**config.mk**
```make
export PLATFORM = sky130hd
export DESIGN_NAME = ifetch_unit_flat
export DESIGN_NICKNAME = d
export VERILOG_FILES = /design/src/rtl/ifetch_unit_if.sv /design/src/rtl/ifetch_unit.sv /design/src/flat_wrapper.sv
export SDC_FILE = /design/constraint.sdc
export NUM_CORES = 1
export LEC_CHECK = 0
export BUFFER_PORTS_ARGS = -buffer_cell sky130_fd_sc_hd__buf_2
export CAP_MARGIN = 20
export CORE_ASPECT_RATIO = 1.2
export CORE_UTILIZATION = 53
export CTS_BUF_LIST = sky130_fd_sc_hd__clkbuf_4
export CTS_CLUSTER_DIAMETER = 200
export DETAILED_ROUTE_END_ITERATION = 12
export PLACE_DENSITY = 0.94
export SYNTH_ARGS = -nofsm -noshare
export SYNTH_HDL_FRONTEND = slang
export SYNTH_SLANG_ARGS = --single-unit
```
**constraint.sdc**
```tcl
create_clock -name clk -period 5.3 [get_ports clk]
set_clock_uncertainty 0.2 [all_clocks]
set_input_delay 1.06 -clock clk [delete_from_list [all_inputs] [get_ports clk]]
set_output_delay 1.06 -clock clk [all_outputs]
set_load 0.03 [all_outputs]
```
**src/rtl/ifetch_unit_if.sv**
```systemverilog
// ifetch_unit_if
//   Groups the instruction-memory bus, the decode handshake and the
//   next-PC resolution inputs of the fetch stage into one bundle.
//
//   Handshake semantics:
//     - imem_req/imem_ack: the fetch unit holds imem_req=1 with a stable
//       imem_addr until memory returns a single-cycle imem_ack. imem_rdata
//       is valid only in the ack cycle.
//     - inst_valid/inst_ready: the instruction is transferred in the cycle
//       where both are high. inst_valid does not drop before that transfer,
//       and the Instruction/PC outputs stay stable while it is high.
//     - resolve_valid: PCSrc/Branch/Zero/JrTarget are sampled only in a
//       cycle with resolve_valid=1, once the instruction has been accepted.
//
//   Modports:
//     master - the fetch unit (drives imem_req, decode outputs, counter)
//     slave  - memory/decode/execute environment (drives acks and resolves)

interface ifetch_unit_if;
    logic        imem_req;
    logic [31:0] imem_addr;
    logic        imem_ack;
    logic [31:0] imem_rdata;
    logic        inst_valid;
    logic        inst_ready;
    logic [31:0] Instruction;
    logic [5:0]  OpCode;
    logic [5:0]  Funct;
    logic [31:0] PC;
    logic [31:0] PC_plus4;
    logic        resolve_valid;
    logic [1:0]  PCSrc;
    logic        Branch;
    logic        Zero;
    logic [31:0] JrTarget;
    logic [31:0] retired_count;

    modport master (
        output imem_req, imem_addr, inst_valid, Instruction, OpCode, Funct,
               PC, PC_plus4, retired_count,
        input  imem_ack, imem_rdata, inst_ready, resolve_valid, PCSrc,
               Branch, Zero, JrTarget
    );

    modport slave (
        input  imem_req, imem_addr, inst_valid, Instruction, OpCode, Funct,
               PC, PC_plus4, retired_count,
        output imem_ack, imem_rdata, inst_ready, resolve_valid, PCSrc,
               Branch, Zero, JrTarget
    );
endinterface

```
**src/rtl/ifetch_unit.sv**
```systemverilog
// ifetch_unit
//   Non-speculative multicycle instruction fetch stage. Fetches one word at
//   the PC, presents it to decode, then waits for the instruction to resolve
//   before computing the next PC and starting the next fetch.
//
//   Ports:
//     clk         - system clock, rising edge
//     reset       - asynchronous, active-high reset
//     bus         - ifetch_unit_if.master (memory, decode and resolve signals)
//     o_dbg_state - current FSM state (0 FETCH, 1 ISSUE, 2 RESOLVE)

module ifetch_unit #(
    parameter logic [31:0] RESET_PC = 32'h0000_0000
) (
    input  logic          clk,
    input  logic          reset,
    ifetch_unit_if.master bus,
    output logic [1:0]    o_dbg_state
);

    typedef enum logic [1:0] {
        ST_FETCH   = 2'd0,
        ST_ISSUE   = 2'd1,
        ST_RESOLVE = 2'd2
    } state_t;

    // Word alignment is enforced everywhere the PC is loaded.
    localparam logic [31:0] RESET_PC_ALIGNED = RESET_PC & 32'hFFFF_FFFC;

    state_t      r_state;
    state_t      w_state_next;
    logic [31:0] r_pc;
    logic [31:0] r_instr;
    logic [31:0] r_retired;

    logic        w_load_instr;
    logic        w_resolve;
    logic        w_imem_req;
    logic        w_inst_valid;
    logic [31:0] w_pc_plus4;
    logic [31:0] w_br_off;
    logic [31:0] w_jr_target;
    logic [31:0] w_next_pc;

    assign w_pc_plus4  = r_pc + 32'd4;
    assign w_br_off    = {{14{r_instr[15]}}, r_instr[15:0], 2'b00};
    assign w_jr_target = bus.JrTarget & 32'hFFFF_FFFC;

    // Next-PC select; PCSrc 10/11 fall through to the sequential/branch path.
    always_comb begin
        w_next_pc = w_pc_plus4;
        if (bus.PCSrc == 2'b01) begin
            if (r_instr[31:26] == 6'd0) begin
                w_next_pc = w_jr_target;
            end else begin
                w_next_pc = {w_pc_plus4[31:28], r_instr[25:0], 2'b00};
            end
        end else if (bus.Branch && bus.Zero) begin
            w_next_pc = w_pc_plus4 + w_br_off;
        end
    end

    always_comb begin
        w_state_next = r_state;
        w_load_instr = 1'b0;
        w_resolve    = 1'b0;
        w_imem_req   = 1'b0;
        w_inst_valid = 1'b0;
        case (r_state)
            ST_FETCH: begin
                w_imem_req = 1'b1;
                if (bus.imem_ack) begin
                    w_load_instr = 1'b1;
                    w_state_next = ST_ISSUE;
                end
            end
            ST_ISSUE: begin
                w_inst_valid = 1'b1;
                if (bus.inst_ready) begin
                    if (bus.resolve_valid) begin
                        w_resolve    = 1'b1;
                        w_state_next = ST_FETCH;
                    end else begin
                        w_state_next = ST_RESOLVE;
                    end
                end
            end
            ST_RESOLVE: begin
                if (bus.resolve_valid) begin
                    w_resolve    = 1'b1;
                    w_state_next = ST_FETCH;
                end
            end
            default: begin
                w_state_next = ST_FETCH;
            end
        endcase
    end

    always_ff @(posedge clk or posedge reset) begin
        if (reset) begin
            r_state   <= ST_FETCH;
            r_pc      <= RESET_PC_ALIGNED;
            r_instr   <= 32'd0;
            r_retired <= 32'd0;
        end else begin
            r_state <= w_state_next;
            if (w_load_instr) begin
                r_instr <= bus.imem_rdata;
            end
            if (w_resolve) begin
                r_pc      <= w_next_pc;
                r_retired <= r_retired + 32'd1;
            end
        end
    end

    // The reset state is FETCH, so the request is masked while reset is held
    // to keep memory from seeing a request it would drop anyway.
    assign bus.imem_req      = w_imem_req & ~reset;
    assign bus.inst_valid    = w_inst_valid & ~reset;
    assign bus.imem_addr     = r_pc;
    assign bus.Instruction   = r_instr;
    assign bus.OpCode        = r_instr[31:26];
    assign bus.Funct         = r_instr[5:0];
    assign bus.PC            = r_pc;
    assign bus.PC_plus4      = w_pc_plus4;
    assign bus.retired_count = r_retired;
    assign o_dbg_state       = r_state;

endmodule
```
**src/flat_wrapper.sv**
```systemverilog
// flat-port wrapper written by rule: the top's interface ports become plain ports
module ifetch_unit_flat 
#(
    parameter logic [31:0] RESET_PC = 32'h0000_0000
)
  (clk, reset, o_dbg_state, bus_imem_req, bus_imem_addr, bus_inst_valid, bus_Instruction, bus_OpCode, bus_Funct, bus_PC, bus_PC_plus4, bus_retired_count, bus_imem_ack, bus_imem_rdata, bus_inst_ready, bus_resolve_valid, bus_PCSrc, bus_Branch, bus_Zero, bus_JrTarget);
  ifetch_unit_if bus_i ();
  input  logic clk;
  input  logic reset;
  output logic [1:0] o_dbg_state;
  output wire logic [$bits(bus_i.imem_req)-1:0] bus_imem_req;
  output wire logic [$bits(bus_i.imem_addr)-1:0] bus_imem_addr;
  output wire logic [$bits(bus_i.inst_valid)-1:0] bus_inst_valid;
  output wire logic [$bits(bus_i.Instruction)-1:0] bus_Instruction;
  output wire logic [$bits(bus_i.OpCode)-1:0] bus_OpCode;
  output wire logic [$bits(bus_i.Funct)-1:0] bus_Funct;
  output wire logic [$bits(bus_i.PC)-1:0] bus_PC;
  output wire logic [$bits(bus_i.PC_plus4)-1:0] bus_PC_plus4;
  output wire logic [$bits(bus_i.retired_count)-1:0] bus_retired_count;
  input wire logic [$bits(bus_i.imem_ack)-1:0] bus_imem_ack;
  input wire logic [$bits(bus_i.imem_rdata)-1:0] bus_imem_rdata;
  input wire logic [$bits(bus_i.inst_ready)-1:0] bus_inst_ready;
  input wire logic [$bits(bus_i.resolve_valid)-1:0] bus_resolve_valid;
  input wire logic [$bits(bus_i.PCSrc)-1:0] bus_PCSrc;
  input wire logic [$bits(bus_i.Branch)-1:0] bus_Branch;
  input wire logic [$bits(bus_i.Zero)-1:0] bus_Zero;
  input wire logic [$bits(bus_i.JrTarget)-1:0] bus_JrTarget;
  assign bus_imem_req = bus_i.imem_req;
  assign bus_imem_addr = bus_i.imem_addr;
  assign bus_inst_valid = bus_i.inst_valid;
  assign bus_Instruction = bus_i.Instruction;
  assign bus_OpCode = bus_i.OpCode;
  assign bus_Funct = bus_i.Funct;
  assign bus_PC = bus_i.PC;
  assign bus_PC_plus4 = bus_i.PC_plus4;
  assign bus_retired_count = bus_i.retired_count;
  assign bus_i.imem_ack = bus_imem_ack;
  assign bus_i.imem_rdata = bus_imem_rdata;
  assign bus_i.inst_ready = bus_inst_ready;
  assign bus_i.resolve_valid = bus_resolve_valid;
  assign bus_i.PCSrc = bus_PCSrc;
  assign bus_i.Branch = bus_Branch;
  assign bus_i.Zero = bus_Zero;
  assign bus_i.JrTarget = bus_JrTarget;
  ifetch_unit #(.RESET_PC(RESET_PC)) u_core (.clk(clk), .reset(reset), .bus(bus_i), .o_dbg_state(o_dbg_state));
endmodule
```
==> flow_metrics.env, run 1 <==
export IMPL_antenna_found_initial=0
export IMPL_fillCellCount=1107
export IMPL_grt_max_degree=59
export IMPL_gp_congestion=0.9367
export IMPL_rr_worst_depth=18
export IMPL_crit_type="reg -> reg"
export IMPL_end_kind="flop"
export IMPL_viasPerCell=5.882
export IMPL_hold_worst_slack_ns=0.2924
export IMPL_async_reset_ff_share_pct=100.0
export IMPL_r2r_start="u_core.bus.PC[6]"
export IMPL_ir_worst_vdd_mv=0.5042
export IMPL_fin_ws_ns=0.5907
export IMPL_power_density_mw_per_mm2=724.1
export IMPL_wl_um=21600
export IMPL_cts_buffer_depth=2
export IMPL_grt_pass1_wl_um=33040
export IMPL_rsz0062_at_grt="no"
export IMPL_start_util_pct=54.21
export IMPL_drt_iter0_drc=525
export IMPL_area_delta_synth_final_pct=17.25
export IMPL_drc=0
export IMPL_synth_top_area_cell="dfrtp_1"
export IMPL_die_x_um=108.0
export IMPL_dieArea_mm2=0.01395
export IMPL_gr_total_overflow=0
export IMPL_tightest_slew_ns=1.018
export IMPL_post_cts_buffers=0
export IMPL_die_h_um=129.2
export IMPL_postSynthCellCount=834
export IMPL_dp_slack_ns=0.6905
export IMPL_cts_tree="done"
export IMPL_coreArea_mm2=0.01318
export IMPL_post_route_period_util_pct=88.86
export IMPL_rrSetupSlack_ns=0.59
export IMPL_rows=46
export IMPL_wl_per_cell_um=17.98
export IMPL_fmax_mhz=212.3
export IMPL_yosys_top_cells_area="dfrtp_1 34%, xnor2_1 7.1%, ha_1 7.0%"
export IMPL_dp_hpwl_um=16300
export IMPL_hold_violations=0
export IMPL_first_global_vias=6672
export IMPL_critPathArrivalTime_ns=4.91
export IMPL_cts_root_buf="clkbuf_4"
export IMPL_insertion_delay_ns=0.51
export IMPL_netlist_area_leader_share_pct=33.63
export IMPL_slew_headroom_pct=32.12
export IMPL_synth_edf_count=0
export IMPL_ys_ff_latch=96
export IMPL_dominantRegCellSynth="dfrtp_1"
export IMPL_slew_violations=0
export IMPL_rr_endpoint="u_core.bus.PC[31]"
export IMPL_cp_start_kind="flop"
export IMPL_crit_path_max_fanout=6
export IMPL_cap_viol_max_count=0
export IMPL_cts_max_level=3
export IMPL_fin_crit_ns=4.709
export IMPL_postSynthAreaPerCell_um2=8.566
export IMPL_syn_area_mm2=0.007144
export IMPL_diodes=0
export IMPL_portBuffers=240
export IMPL_crit_required_ns=5.50
export IMPL_cts_made_buffers=9
export IMPL_cts_sinks=96
export IMPL_post_synth_num_cell_types=63
export IMPL_post_cts_resized=0
export IMPL_worstHoldPathType="reg -> reg"
export IMPL_ys_warn_count=0
export IMPL_drtPass1Iterations=5
export IMPL_io_pins=249
export IMPL_endpoint="u_core.bus.PC[31]"
export IMPL_fin_tns_setup_ns=0
export IMPL_clk_pin_slew_ns=0.18
export IMPL_cp_startpoint="u_core.bus.PC[6]"
export IMPL_outcome="complete, no violations"
export IMPL_nets=1142
export IMPL_ant_nets=0
export IMPL_drive_above_1_share_pct=31.07
export IMPL_grt_usage_pct=30.59
export IMPL_cts_hold_buf=0
export IMPL_setup_violations=0
export IMPL_via_count=7064
export IMPL_synth_seq_area_share_pct=33.63
export IMPL_leakagePower_nw=4.173
==> worst max-delay path: stages (launching register included) <==
cell	delay, ns
dfrtp_1	0.52
nand3_2	0.13
nor2_4	0.20
inv_1	0.11
nor4_4	0.45
and3_1	0.25
nand4_1	0.12
xor2_1	0.24
inv_1	0.10
ha_1	0.37
nand3_1	0.14
or3_1	0.35
or3_1	0.31
o22ai_1	0.24
mux2i_1	0.25
nor2_2	0.06
xor2_1	0.17
nor3_1	0.07
a311o_1	0.32
==> through the flow <==
stage	utilization [%]	cells	power, W	area, µm²
2_1_floorplan	-	839	0.004636	7163
3_3_place_gp	62.30	1185	0.005460	8212
3_5_place_dp	62.30	1185	0.005561	8212
4_1_cts	63.56	1201	0.006037	8377
5_1_grt	63.56	1201	0.006470	8377
6_report	63.56	1201	0.006065	8377
==> registers in the layout, indices dropped and copies added (netlist names) <==
register,cells
u_core.bus.PC,30
u_core.bus.retired_count,32
u_core.bus.Instruction,32
u_core.o_dbg_state,2
==> cell usage after synthesis, types with 5 or more instances <==
cell type and n:
xor2_1 25, mux2_2 33, clkbuf_1 21, a21o_1 12
o21bai_1 6, inv_1 20, nand2_1 126, nand4_1 18
o211ai_1 6, nor2b_1 5, nand3_1 43, nor3_1 11
a21oi_1 48, o21ai_0 39, and3_1 12, a211oi_1 9
buf_4 48, xnor2_1 58, ha_1 40, dfrtp_1 96
o22ai_1 10, a31oi_1 7, buf_1 6, nor2_1 69
==> metal layers <==
| metal | GRT usage [%] | vias up | routed length, µm |
|---|---|---|---|
| met4 | 15.47 | 0 | 749 |
| met3 | 5.634 | 64 | 1636 |
| met1 | 33.98 | 3350 | 8160 |
| li1 | - | 3273 | - |
| met2 | 55.45 | 377 | 11050 |
| met5 | 0 | - | 0 |
==> where the power goes <==
group	total (W)	switching, W	internal [W]
combinational	0.00423	0.00275	0.00148
clock	0.000466	0.000307	0.000159
sequential	0.00137	0.000395	0.000973
total	0.00607	0.00345	0.00262
==> how the worst min path moves through the flow <==
stage	start	endpoint	slack (ns)	cells past startpoint
final	u_core.bus.retired_count[31]	u_core.bus.retired_count[31]	0.29	1
after global routing	u_core.bus.retired_count[10]	u_core.bus.retired_count[10]	0.33	1
after CTS	u_core.bus.retired_count[31]	u_core.bus.retired_count[31]	0.30	1
after detailed placement	u_core.bus.retired_count[31]	u_core.bus.retired_count[31]	0.28	1
after global placement	u_core.bus.retired_count[31]	u_core.bus.retired_count[31]	0.26	1
after floorplan	u_core.bus.retired_count[31]	u_core.bus.retired_count[31]	0.45	1
==> cell type report <==
| cell class | instances | area [µm²] | area share (%) |
|---|---|---|---|
| multi-input combinational | 647 | 4215 | 50.32 |
| timing repair buffer | 254 | 1306 | 15.59 |
| clock buffer | 9 | 67.56 | 0.8066 |
| tap | 168 | 210.2 | 2.509 |
| clock inverter | 7 | 97.59 | 1.165 |
| sequential | 96 | 2402 | 28.68 |
| inverter | 20 | 77.57 | 0.9261 |
==> cells by family after synthesis <==
family | synth area share (%)
multiplexers | 5.482
AO/OA/AOI/OAI | 15.08
other | 0.05249
adder cells (fa/ha/maj) | 7.285
flip-flops | 33.63
AND/OR/NAND/NOR | 20.63
XOR/XNOR | 10.18
buffers and inverters | 7.671
==> placed cells by master, fill, tap and decap left out, drive strengths merged, types with 6 or more instances in the layout <==
| cell | n |
|---|---|
| nand4 | 18 |
| a21o | 12 |
| nor3 | 13 |
| conb | 6 |
| o21bai | 6 |
| dfrtp | 96 |
| xnor2 | 58 |
| nor2b | 6 |
| buf | 254 |
| a31oi | 7 |
| inv | 23 |
| ha | 40 |
| a211oi | 10 |
| o22ai | 10 |
| xor2 | 25 |
| nand2 | 126 |
| clkbuf | 9 |
| nand3 | 44 |
| and3 | 12 |
| mux2 | 33 |
| o21ai | 44 |
| nor2 | 71 |
| a21oi | 49 |
| o211ai | 6 |
No activity file was read; power rests on OpenSTA's default activity.
==> run 2: changes to the inputs <==
GPL_ROUTABILITY_DRIVEN = 1   (was not set)
clock period = 5 ns   (was 5.3 ns; I/O delays follow)
==> run 2 against run 1 <==
Fmax increased by 1.1%. Hold slack got worse by 0.0084 ns. Critical path depth unchanged. Cell area increased by 0.13%. Count of clock-buffer cells in the layout unchanged. Sequential cell count unchanged. Routed wire length increased by 1.1%. Core utilization increased by 0.085 points. Non-clock buffer count increased by 2. Critical endpoint unchanged.
==> flow_metrics.env, run 2 (synthesized netlist as in run 1, its figures left out) <==
export IMPL_viasPerCell=5.921
export IMPL_cts_max_level=3
export IMPL_slew_headroom_pct=32.92
export IMPL_grt_pass1_wl_um=33180
export IMPL_rows=46
export IMPL_drive_above_1_share_pct=31.40
export IMPL_die_h_um=129.2
export IMPL_worstHoldPathType="reg -> reg"
export IMPL_post_route_period_util_pct=93.17
export IMPL_dp_hpwl_um=16410
export IMPL_grt_usage_pct=30.76
export IMPL_wl_per_cell_um=18.15
export IMPL_drt_iter0_drc=573
export IMPL_start_util_pct=54.21
export IMPL_first_global_vias=6726
export IMPL_tightest_slew_ns=1.006
export IMPL_crit_required_ns=5.20
export IMPL_drc=0
export IMPL_insertion_delay_ns=0.51
export IMPL_grt_max_degree=67
export IMPL_critPathArrivalTime_ns=4.86
export IMPL_cts_root_buf="clkbuf_4"
export IMPL_layout_commonest_cell="buf_2"
export IMPL_area_delta_synth_final_pct=17.41
export IMPL_gr_total_overflow=0
export IMPL_nets=1144
export IMPL_dieArea_mm2=0.01395
export IMPL_rsz0062_at_grt="no"
export IMPL_setup_violations=0
export IMPL_gp_congestion=0.9052
export IMPL_end_kind="flop"
export IMPL_power_density_mw_per_mm2=766.8
export IMPL_cap_viol_max_count=0
export IMPL_hold_violations=0
export IMPL_cts_made_buffers=9
export IMPL_io_pins=249
export IMPL_diodes=0
export IMPL_portBuffers=240
export IMPL_cts_hold_buf=0
export IMPL_drtPass1Iterations=5
export IMPL_fillCellCount=1088
export IMPL_outcome="complete, no violations"
export IMPL_ir_worst_vdd_mv=0.4556
export IMPL_coreArea_mm2=0.01318
export IMPL_wl_um=21830
export IMPL_fin_tns_setup_ns=0
export IMPL_cp_start_kind="flop"
export IMPL_cts_tree="done"
export IMPL_cts_sinks=96
export IMPL_die_x_um=108.0
export IMPL_leakagePower_nw=4.174
export IMPL_fin_crit_ns=4.659
export IMPL_cts_buffer_depth=2
export IMPL_fmax_mhz=214.7
export IMPL_crit_path_max_fanout=6
export IMPL_layout_common_cells="240 x buf_2, 126 x nand2_1, 94 x dfrtp_1, 69 x nor2_1, 58 x xnor2_1"
export IMPL_via_count=7123
export IMPL_final_core_util_pct=63.64
export IMPL_slew_violations=0
export IMPL_crit_type="reg -> reg"
export IMPL_antenna_found_initial=1
export IMPL_clk_pin_slew_ns=0.19
export IMPL_ant_nets=0
run 2: cell types whose count changed in the layout (fill, tap and decap cells not counted):
cell / previous run / this run
dfrtp_1: 96 / 94
bufinv_16: 1 / 0
clkinv_8: 1 / 4
dfrtp_2: 0 / 2
buf_4: 14 / 16
inv_8: 3 / 0
inv_6: 0 / 1
run 2: where the power goes:
part	internal [W]	leakage, nW	switching, W
clock	0.000122	0.0817	0.000336
combinational	0.00158	2.88	0.00294
sequential	0.00103	1.21	0.000418
total	0.00274	4.17	0.00369
run 2: cell type report:
| type | instances | area (µm²) | area share (%) |
|---|---|---|---|
| Multi-Input combinational cell | 647 | 4215 | 50.25 |
| Timing Repair Buffer | 256 | 1321 | 15.75 |
| Tap cell | 168 | 210.2 | 2.506 |
| Clock buffer | 9 | 67.56 | 0.8055 |
| Inverter | 20 | 77.57 | 0.9248 |
| Clock inverter | 7 | 91.34 | 1.089 |
| Sequential cell | 96 | 2405 | 28.67 |
run 2: path summary, 6_finish.rpt:
path	from	end	slack (ns)	cells past startpoint
hold / removal	u_core.bus.retired_count[31]	u_core.bus.retired_count[31]	0.28	1
setup / recovery	u_core.bus.PC[6]	u_core.bus.PC[31]	0.34	18
min in group asynchronous	reset	u_core.bus.Instruction[25]	0.44	2
max in group asynchronous	reset	u_core.bus.Instruction[22]	3.16	3
setup reg to reg	u_core.bus.PC[6]	u_core.bus.PC[31]	0.34	18
hold reg to reg	u_core.bus.retired_count[31]	u_core.bus.retired_count[31]	0.28	1
run 2: stage by stage:
stage	setup slack (ns)	area (µm²)	cells	total power (W)	hold slack (ns)
finish	0.3413	8388	1203	0.006432	0.2840
global route	0.03744	8388	1203	0.006848	0.2976
CTS	0.2337	8371	1201	0.006385	0.2876
detailed placement	0.2917	8212	1185	0.005919	0.2624
global placement	0.3351	8212	1185	0.005808	0.2562
floorplan	0.4159	7163	839	0.004914	0.4537
run 2: routing by layer:
metal | vias up | part of all wire [%] | wire [µm] | global-route usage (%)
met3 | 71 | 8.1 | 1773 | 5.734
met2 | 392 | 50 | 11020 | 55.41
li1 | 3275 | - | - | -
met1 | 3385 | 38 | 8193 | 34.46
met5 | - | 0 | 0 | 0
met4 | 0 | 3.9 | 847 | 15.39
run 2: repair_timing:
item | CTS | global route
hold endpoints to repair | 0 | 0
gates resized for setup | 0 | 2
setup buffers | 0 | 2
setup endpoints to repair | 0 | 1
run 2: critical path, cell delays in order, from the launching register on:
cell and delay (ns):
dfrtp_1 0.53, nand3_2 0.13, nor2_4 0.19, inv_1 0.11
nor4_4 0.34, and3_1 0.23, nand4_1 0.12, xor2_1 0.25
inv_1 0.10, ha_1 0.37, nand3_1 0.12, or3_1 0.35
or3_1 0.31, o22ai_1 0.28, mux2i_1 0.26, nor2_2 0.06
xor2_1 0.17, nor3_1 0.06, a311o_1 0.33
